[src/rtl/alu_mc_pkg.sv]
// Shared opcodes, FSM state encoding and decode helpers for the alu_mc execute-stage ALU.
package alu_mc_pkg;

  localparam logic [4:0] OP_ADD   = 5'h00;
  localparam logic [4:0] OP_SUB   = 5'h01;
  localparam logic [4:0] OP_AND   = 5'h02;
  localparam logic [4:0] OP_OR    = 5'h03;
  localparam logic [4:0] OP_NOR   = 5'h04;
  localparam logic [4:0] OP_XOR   = 5'h05;
  localparam logic [4:0] OP_SLT   = 5'h06;
  localparam logic [4:0] OP_SLL   = 5'h07;
  localparam logic [4:0] OP_SRL   = 5'h08;
  localparam logic [4:0] OP_SGT   = 5'h09;
  localparam logic [4:0] OP_SRA   = 5'h0A;
  localparam logic [4:0] OP_SLTU  = 5'h0B;
  localparam logic [4:0] OP_SGTU  = 5'h0C;
  localparam logic [4:0] OP_MUL   = 5'h10;
  localparam logic [4:0] OP_MULHU = 5'h11;
  localparam logic [4:0] OP_DIVU  = 5'h12;
  localparam logic [4:0] OP_REMU  = 5'h13;

  typedef enum logic [1:0] {
    ST_IDLE = 2'd0,
    ST_BUSY = 2'd1,
    ST_DONE = 2'd2
  } state_t;

  // MUL/MULHU/DIVU/REMU occupy 100xx.
  function automatic logic is_mdu_op(input logic [4:0] op_sel);
    return op_sel[4:2] == 3'b100;
  endfunction

endpackage

[src/rtl/alu_mc_mdu.sv]
// Iterative multiply/divide unit: shift-add multiplier and restoring divider sharing one
// accumulator, one step per cycle, DATA_WIDTH steps (the first taken on the start cycle).
module alu_mc_mdu #(
  parameter int DATA_WIDTH = 32
) (
  input  logic                  clk,
  input  logic                  rst_n,
  input  logic                  start,
  input  logic                  op,
  input  logic [DATA_WIDTH-1:0] a,
  input  logic [DATA_WIDTH-1:0] b,
  output logic                  done,
  output logic [DATA_WIDTH-1:0] hi,
  output logic [DATA_WIDTH-1:0] lo,
  output logic [DATA_WIDTH-1:0] quotient,
  output logic [DATA_WIDTH-1:0] remainder
);

  localparam int W     = DATA_WIDTH;
  localparam int CNT_W = $clog2(DATA_WIDTH) + 1;

  logic [CNT_W-1:0] cnt;
  logic [W-1:0]     hi_q, lo_q, m_q;
  logic             div_q;
  logic [W-1:0]     cur_hi, cur_lo, cur_m;
  logic             cur_div;
  logic [2*W-1:0]   nxt;

  // Multiply: {hi,lo} = {partial, multiplier}. Divide: hi = remainder, lo = dividend/quotient.
  function automatic logic [2*W-1:0] step(input logic div, input logic [W-1:0] h,
                                          input logic [W-1:0] l, input logic [W-1:0] m);
    logic [W:0] add_sum, shifted, trial;
    add_sum = {1'b0, h} + (l[0] ? {1'b0, m} : '0);
    shifted = {h, l[W-1]};
    trial   = shifted - {1'b0, m};
    if (!div)           return {add_sum, l[W-1:1]};
    else if (!trial[W]) return {trial[W-1:0], l[W-2:0], 1'b1};
    else                return {shifted[W-1:0], l[W-2:0], 1'b0};
  endfunction

  assign cur_div = start ? op : div_q;
  assign cur_hi  = start ? '0 : hi_q;
  assign cur_lo  = start ? (op ? a : b) : lo_q;
  assign cur_m   = start ? (op ? b : a) : m_q;
  assign nxt     = step(cur_div, cur_hi, cur_lo, cur_m);
  assign done    = (cnt == CNT_W'(DATA_WIDTH));

  // NOTE: state registers use non-blocking assignments so every flop samples pre-edge values.
  always_ff @(posedge clk or negedge rst_n) begin
    if (!rst_n) begin
      cnt   <= '0;
      hi_q  <= '0;
      lo_q  <= '0;
      m_q   <= '0;
      div_q <= 1'b0;
    end else if (start) begin
      {hi_q, lo_q} <= nxt;
      m_q          <= cur_m;
      div_q        <= op;
      cnt          <= CNT_W'(1);
    end else if (!done) begin
      {hi_q, lo_q} <= nxt;
      cnt          <= cnt + 1'b1;
    end
  end

  assign hi        = hi_q;
  assign lo        = lo_q;
  assign quotient  = lo_q;
  assign remainder = hi_q;

endmodule

[src/rtl/alu_mc.sv]
// Handshaked execute-stage ALU with registered result and flags.
// Define ALU_MC_MDU_EN to build the iterative MUL/MULHU/DIVU/REMU unit.
module alu_mc
  import alu_mc_pkg::*;
#(
  parameter int DATA_WIDTH = 32,
  parameter int SEL_WIDTH  = 5,
  parameter int SHAMT_W    = $clog2(DATA_WIDTH)
) (
  input  logic                  clk,
  input  logic                  rst_n,
  input  logic                  flush,
  input  logic                  in_valid,
  output logic                  in_ready,
  input  logic [DATA_WIDTH-1:0] operand1,
  input  logic [DATA_WIDTH-1:0] operand2,
  input  logic [SEL_WIDTH-1:0]  opSel,
  output logic                  out_valid,
  input  logic                  out_ready,
  output logic [DATA_WIDTH-1:0] result,
  output logic                  zero,
  output logic                  overflow,
  output logic                  illegal_op
);

`ifdef ALU_MC_MDU_EN
  localparam bit MDU_EN = 1'b1;
`else
  localparam bit MDU_EN = 1'b0;
`endif

  localparam int MSB = DATA_WIDTH - 1;

  state_t                state, state_nxt;
  logic [31:0]           sel_ext;
  logic [4:0]            op;
  logic                  sel_in_range, op_mdu, accept;
  logic [SHAMT_W-1:0]    shamt;
  logic [DATA_WIDTH-1:0] sum, diff, sc_res, mdu_res;
  logic                  sc_ovf, sc_legal, mdu_done;

  // Opcode bits above the 5-bit space must be zero for any legal operation.
  assign sel_ext      = 32'(opSel);
  assign op           = sel_ext[4:0];
  assign sel_in_range = (sel_ext[31:5] == '0);
  assign op_mdu       = MDU_EN && sel_in_range && is_mdu_op(op);
  assign accept       = in_valid && in_ready;

  assign shamt = operand2[SHAMT_W-1:0];
  assign sum   = operand1 + operand2;
  assign diff  = operand1 - operand2;

  // NOTE: every always_comb output gets a default first so no path infers a latch.
  always_comb begin
    sc_res   = '0;
    sc_ovf   = 1'b0;
    sc_legal = sel_in_range;
    case (op)
      OP_ADD: begin
        sc_res = sum;
        sc_ovf = (operand1[MSB] == operand2[MSB]) && (sum[MSB] != operand1[MSB]);
      end
      OP_SUB: begin
        sc_res = diff;
        sc_ovf = (operand1[MSB] != operand2[MSB]) && (diff[MSB] != operand1[MSB]);
      end
      OP_AND:  sc_res = operand1 & operand2;
      OP_OR:   sc_res = operand1 | operand2;
      OP_NOR:  sc_res = ~(operand1 | operand2);
      OP_XOR:  sc_res = operand1 ^ operand2;
      OP_SLT:  sc_res = DATA_WIDTH'($signed(operand1) < $signed(operand2));
      OP_SGT:  sc_res = DATA_WIDTH'($signed(operand1) > $signed(operand2));
      OP_SLTU: sc_res = DATA_WIDTH'(operand1 < operand2);
      OP_SGTU: sc_res = DATA_WIDTH'(operand1 > operand2);
      OP_SLL:  sc_res = operand1 << shamt;
      OP_SRL:  sc_res = operand1 >> shamt;
      OP_SRA:  sc_res = $unsigned($signed(operand1) >>> shamt);
      default: sc_legal = 1'b0;
    endcase
    if (!sc_legal) begin
      sc_res = '0;
      sc_ovf = 1'b0;
    end
  end

  always_ff @(posedge clk or negedge rst_n) begin
    if (!rst_n) state <= ST_IDLE;
    else        state <= state_nxt;
  end

  always_comb begin
    state_nxt = state;
    case (state)
      ST_IDLE: if (accept) state_nxt = op_mdu ? ST_BUSY : ST_DONE;
      ST_BUSY: if (mdu_done) state_nxt = ST_DONE;
      ST_DONE: if (out_ready) state_nxt = accept ? (op_mdu ? ST_BUSY : ST_DONE) : ST_IDLE;
      default: state_nxt = ST_IDLE;
    endcase
    if (flush) state_nxt = ST_IDLE;
  end

  always_comb begin
    in_ready  = (state == ST_IDLE) || ((state == ST_DONE) && out_ready);
    out_valid = (state == ST_DONE);
  end

`ifdef ALU_MC_MDU_EN
  logic [4:0]            mdu_op_q;
  logic [DATA_WIDTH-1:0] mdu_hi, mdu_lo, mdu_quo, mdu_rem;
  logic                  mdu_start;

  assign mdu_start = accept && op_mdu && !flush;

  always_ff @(posedge clk or negedge rst_n) begin
    if (!rst_n)         mdu_op_q <= OP_MUL;
    else if (mdu_start) mdu_op_q <= op;
  end

  alu_mc_mdu #(.DATA_WIDTH(DATA_WIDTH)) u_mdu (
    .clk       (clk),
    .rst_n     (rst_n),
    .start     (mdu_start),
    .op        (op[1]),
    .a         (operand1),
    .b         (operand2),
    .done      (mdu_done),
    .hi        (mdu_hi),
    .lo        (mdu_lo),
    .quotient  (mdu_quo),
    .remainder (mdu_rem)
  );

  always_comb begin
    case (mdu_op_q)
      OP_MUL:   mdu_res = mdu_lo;
      OP_MULHU: mdu_res = mdu_hi;
      OP_DIVU:  mdu_res = mdu_quo;
      OP_REMU:  mdu_res = mdu_rem;
      default:  mdu_res = '0;
    endcase
  end
`else
  assign mdu_done = 1'b0;
  assign mdu_res  = '0;
`endif

  // Output registers load only on a completion, so they hold while the consumer stalls.
  always_ff @(posedge clk or negedge rst_n) begin
    if (!rst_n) begin
      result     <= '0;
      zero       <= 1'b0;
      overflow   <= 1'b0;
      illegal_op <= 1'b0;
    end else if (!flush) begin
      if (accept && !op_mdu) begin
        result     <= sc_res;
        zero       <= (sc_res == '0);
        overflow   <= sc_ovf;
        illegal_op <= !sc_legal;
      end else if ((state == ST_BUSY) && mdu_done) begin
        result     <= mdu_res;
        zero       <= (mdu_res == '0);
        overflow   <= 1'b0;
        illegal_op <= 1'b0;
      end
    end
  end

endmodule

[config.mk]
export PLATFORM = sky130hd
export DESIGN_NAME = alu_mc
export DESIGN_NICKNAME = d
export VERILOG_FILES = /design/src/rtl/alu_mc_pkg.sv /design/src/rtl/alu_mc_mdu.sv /design/src/rtl/alu_mc.sv
export SDC_FILE = /design/constraint.sdc
export NUM_CORES = 1
export LEC_CHECK = 0
export ABC_AREA = 1
export BUFFER_PORTS_ARGS = -buffer_cell sky130_fd_sc_hd__buf_2
export CAP_MARGIN = 25
export CORE_ASPECT_RATIO = 0.9
export CORE_UTILIZATION = 40
export CTS_CLUSTER_DIAMETER = 200
export CTS_CLUSTER_SIZE = 20
export DETAILED_ROUTE_END_ITERATION = 7
export PLACE_DENSITY = 0.69
export SETUP_SLACK_MARGIN = 0.15
export SLEW_MARGIN = 10
export SYNTH_ARGS = -nofsm -noshare
export SYNTH_HDL_FRONTEND = slang
export SYNTH_SLANG_ARGS = --single-unit
[constraint.sdc]
create_clock -name clk -period 3.6 [get_ports clk]
set_clock_uncertainty 0.1 [all_clocks]
set_input_delay 0.9 -clock clk [delete_from_list [all_inputs] [get_ports clk]]
set_output_delay 0.9 -clock clk [all_outputs]
set_load 0.02 [all_outputs]
Word-level counts from Yosys, hierarchy flattened
Index checks and enable logic that the tools add are counted.

Shift-type cells: 3. Reductions and logical operators: 12. Divide/modulo/power cells: 0. Multiplexer cells: 10. Eq/ne operators: 21. $mul: 0. Add/sub/neg operators: 2. Bitwise gates (word level): 5. Order comparisons: 4.

Operators by type and width (count): 32-bit one-hot mux with 13 select lines (1); 32-bit greater-than comparator (2); 32-bit < comparator (2); 32-bit adder (1); 32-bit bitwise AND (1); 32-bit logical NOT (1); 32-bit 2-to-1 mux (1); 32-bit inverter (1); 32-bit bitwise OR (1); 32-bit by 5-bit left shift with 32-bit output (1); 32-bit by 5-bit right shift with 32-bit output (1); 32-bit by 5-bit >>> shifter with 32-bit output (1); 32-bit subtractor (1); 32-bit bitwise XOR (1); 5-bit by 4-bit == test with 1-bit output (second input constant) (5); 5-bit by 3-bit == test with 1-bit output (second input constant) (4); 13-bit OR reduction (1); 5-bit by 2-bit == test with 1-bit output (second input constant) (2); 2-bit 2-to-1 mux (4); 2-bit one-hot mux with 3 select lines (1); 5-bit by 1-bit == test with 1-bit output (second input constant) (1); 5-bit logical NOT (1); 1-bit logical AND (4); 1-bit != test (3); other kinds (14) (15).

Bits in read-only memories: 0. Bits in writable memories: 0. Flip-flop bits (word level): 37. Word-level logic and storage cells: 62. Memories: 0. Latch bits: 0.

Longest topological paths before layout
Word-level depth: 8. Gate-level depth with buffers: 28.

Worst setup path after synthesis
No wires, ideal clock.

Path kind: input to register. Start point: input port operand2[2]. End point: register zero. Arrival: 3.184 ns. Setup time: 0.066 ns. Setup slack: 0.251 ns. Stages: 25. Cells stage by stage: buf_2 > inv_2 > buf_2 > buf_2 > ha_1 > buf_4 > nand2_1 > nand2_1 > inv_1 > nand2_1 > nand2_1 > nand2_1 > nand2_1 > nand2_1 > nand2_1 > nand2_1 > nand2_1 > a21oi_1 > nor2_1 > nand3_1 > nor2_1 > nand2_1 > nor2_1 > nand2_1 > nand2_1.

Word-level cells in the longest chain between the ends: 5.

Ends and longest elaborated chain: from (decl) (RTL line alu_mc.sv:16) `input logic [DATA_WIDTH-1:0] operand2,`; parallel branches: the longest is 2 deep, another holds 32-bit subtractor; 32-bit one-hot mux with 13 select lines (*) (RTL line alu_mc.sv:58) `case (op)`; 32-bit 2-to-1 mux (*) (RTL line alu_mc.sv:80) `if (!sc_legal) begin`; 32-bit logical NOT (*) (RTL line alu_mc.sv:157) `zero <= (sc_res == '0);`; to (signal assigned) (RTL line alu_mc.sv:157); to (signal assigned) (RTL line alu_mc.sv:162) `zero <= (mdu_res == '0);`; to (decl) (RTL line alu_mc.sv:21) `output logic zero,`.

Mark *: on every way between the ends. A chain may end at the register's enable or synchronous reset.

Final worst setup path
Start point: input port operand1[16]. End point: register zero.

Word-level cells in the longest chain between the ends: 5.

Ends and longest elaborated chain: from (decl) (RTL line alu_mc.sv:15) `input logic [DATA_WIDTH-1:0] operand1,`; parallel branches: the longest is 2 deep, another holds 32-bit subtractor; 32-bit one-hot mux with 13 select lines (*) (RTL line alu_mc.sv:58); 32-bit 2-to-1 mux (*) (RTL line alu_mc.sv:80); 32-bit logical NOT (*) (RTL line alu_mc.sv:157).

Marks and branches as above.

==> impl_metrics.tcl <==
set metrics [dict create \
    grtUsageTotal 0.412 \
    hold_buffers 0 \
    rsz0062_at_grt "false" \
    ir_drop_v 0.000214 \
    io_buffers 110 \
    hold_path.class "register to register" \
    synth_nets 2511 \
    synth_top_area_cell "nand2_1" \
    max_slew_margin 0.423 \
    die_area_um2 30500 \
    tightest_slew_ps 862 \
    cp-start-kind "input pin" \
    crit_end "zero" \
    netlist.area_leader.share 0.263 \
    crit_path_start "operand1[16]" \
    first_global_vias 15893 \
    gp_congestion 1.12 \
    worstReg2RegStart "state[1]" \
    place_area_um2 14900 \
    grt_max_degree 72 \
    hold_viol_final 0 \
    rr_worst_depth 13 \
    highest_layer "met4" \
    synth.area.top_cells "nand2_1 (26%), nand3_1 (19%), ha_1 (10%)" \
    clk_pin_slew_ps 60 \
    antenna_found_initial 2 \
    clock_latency_ps 280 \
    via_per_inst 5.63 \
    area_growth_syn_to_layout_pct 34.7 \
    timing.final.crit_share 0.928 \
    status "completed" \
    synth_cell_type_count 51 \
    cts_num_sinks 36 \
    setup_violations 0 \
    drtAntennaViolNets 0 \
    wl_um 64400 \
    p_leak_uw 0.00903 \
    worstSetupPathType "input pin to register" \
    arrival_ps 3470 \
    ys.warnings.count 0 \
    clk_path_buf_depth 2 \
    dieHeight_um 166 \
    design_area_um2 16000 \
    cts_tree "yes" \
    grt-ovfl-total 0 \
    final_core_util 0.551 \
    grt_first_pass_wirelength_um 94400 \
    layout-drive-gt1-share 0.255 \
    nets 2871 \
    detail_route.iter0.violations 2121 \
    pin_count 111 \
    met1_length_um 27500 \
    wl_met3_um 7170 \
    worst_slack_ps 261 \
    coreArea_um2 29100 \
    drtPass1Iterations 6 \
    cap_violations 0 \
    path_max_fanout 8 \
    syn-cell-area_um2 11900 \
    ys_seq_area_frac 0.0757 \
    die_w_um 184 \
    root_buffer "clkbuf_16" \
    endpoint_kind "register" \
    synth.avg_cell_area_um2 5.09 \
    powerDensity_nw_per_um2 208 \
    met2_wirelength_um 27300 \
    rr_endpoint "zero" \
    cts-buffers-inserted 5 \
    via_count 17439 \
    place_ws_ps -609 \
    drc 0 \
    drv_slew 0 \
    yosys_register_bits 36 \
    r2r_slack_ps 1930 \
    syn_inst 2338 \
    std_cell_rows 59 \
    htree_levels 2 \
    hold_path_depth 2 \
    clock.fmax_ghz 0.299 \
    period_minus_slack_ps 3340 \
    dp_hpwl_um 53000 \
    wl_per_cell_um 20.8 \
    crit_required_ps 3730 \
    start_util 0.409 \
]
==> cell usage in the layout, fill, tap and decap left out, types with 12 or more instances in the layout <==
master / count
ha_4: 12
a21oi_1: 59
dfrtp_1: 36
inv_2: 23
nand4_1: 23
buf_4: 329
nand2_4: 14
o211ai_1: 12
nand2_2: 61
buf_2: 106
o21ai_0: 84
nor2_1: 178
nand3_2: 18
nor2_4: 15
ha_1: 81
a21oi_2: 13
nand3_1: 423
nand2_1: 784
inv_1: 259
nor2_2: 43
nor3_1: 18
==> flip-flops by register name, indices dropped and copies added (netlist names) <==
signal,flops
illegal_op,1
result,32
state,1
zero,1
overflow,1
==> kinds of logic after synthesis <==
kind of cell / share of synthesized area
simple gates: 0.580
flops: 0.0757
buf+inv: 0.141
fa+ha+maj: 0.105
compound gates: 0.0990
==> power by group <==
group	leakage (uW)	total, uW	internal [uW]	switching (uW)
Clock	0.0000760	464	291	173
Combinational	0.00847	2390	896	1490
Sequential	0.000477	486	456	29.4
==> per-stage QoR <==
| step | instances | total power, uW | setup TNS, ps | hold WS (ps) |
|---|---|---|---|---|
| floorplan | 2338 | 1660 | 0 | 491 |
| global placement | 3068 | 2610 | -1310 | 361 |
| detailed placement | 3068 | 2620 | -1270 | 363 |
| CTS | 3076 | 3130 | 0 | 378 |
| global route | 3094 | 3540 | 0 | 396 |
| finish | 3096 | 3340 | 0 | 378 |
==> synth_stat cells (all sizes together) <==
library cell and n:
nand3b 8, a221oi 2, nand2 859, or2 5, a211o 1, inv 286, clkinv 1, buf 73
a211oi 1, and2 4, o21bai 10, o21ai 90, a31oi 1, dfrtp 36, a21o 1, clkbuf 26
fa 2, and3 1, nor2 236, ha 97, nand4 23, o2bb2ai 1, o211ai 12, o22ai 8
o21a 2, nor4 5, a2111oi 1, o2111ai 2, o221ai 1, nor3 23, nand3 444, a21oi 76
==> worst max-delay path, stage by stage <==
cell and delay [ps]:
buf_2 150, inv_1 70, ha_1 370, buf_6 160, nand2_1 110, buf_4 160, nor2_1 120, nand2_1 90
nand2_1 140, inv_1 80, nand2_1 70, nand2_1 60, nand3_2 120, nand3_1 140, nor2_4 200, nand2_1 100
nor2_1 130, nand3_1 90, nor2_1 90, nand2_1 60, nand2_1 50
==> routing by layer <==
layer | GRT usage | vias to the layer above
met2 | 0.627 | 987
met4 | 0.128 | 0
met5 | 0 | -
li1 | - | 8229
met1 | 0.572 | 8059
met3 | 0.0921 | 164
==> final cells by class <==
class / instances / area [um^2]
timing repair buffer: 452 / 3320
multi-input combinational: 1916 / 10100
clock buffer: 7 / 153
fill: 3173 / 13100
sequential: 36 / 901
tap: 396 / 495
antenna: 2 / 5.00
inverter: 287 / 1090
==> how the worst min path moves through the flow <==
stage	endpoint	startpoint	slack (ps)
final	result[5]	result[5]	380
after global routing	result[5]	result[5]	400
after CTS	result[5]	result[5]	380
after detailed placement	result[6]	result[6]	360
after global placement	result[5]	result[5]	360
after floorplan	result[3]	result[3]	490
==> repair_timing <==
item                                    in CTS  in global routing
cloned                                       1                  1
buffers inserted                             0                 17
endpoints found under the setup margin       4                  9
pin swaps                                    3                 43
gates resized for setup                     33                169
No activity file was read; power rests on OpenSTA's default activity.
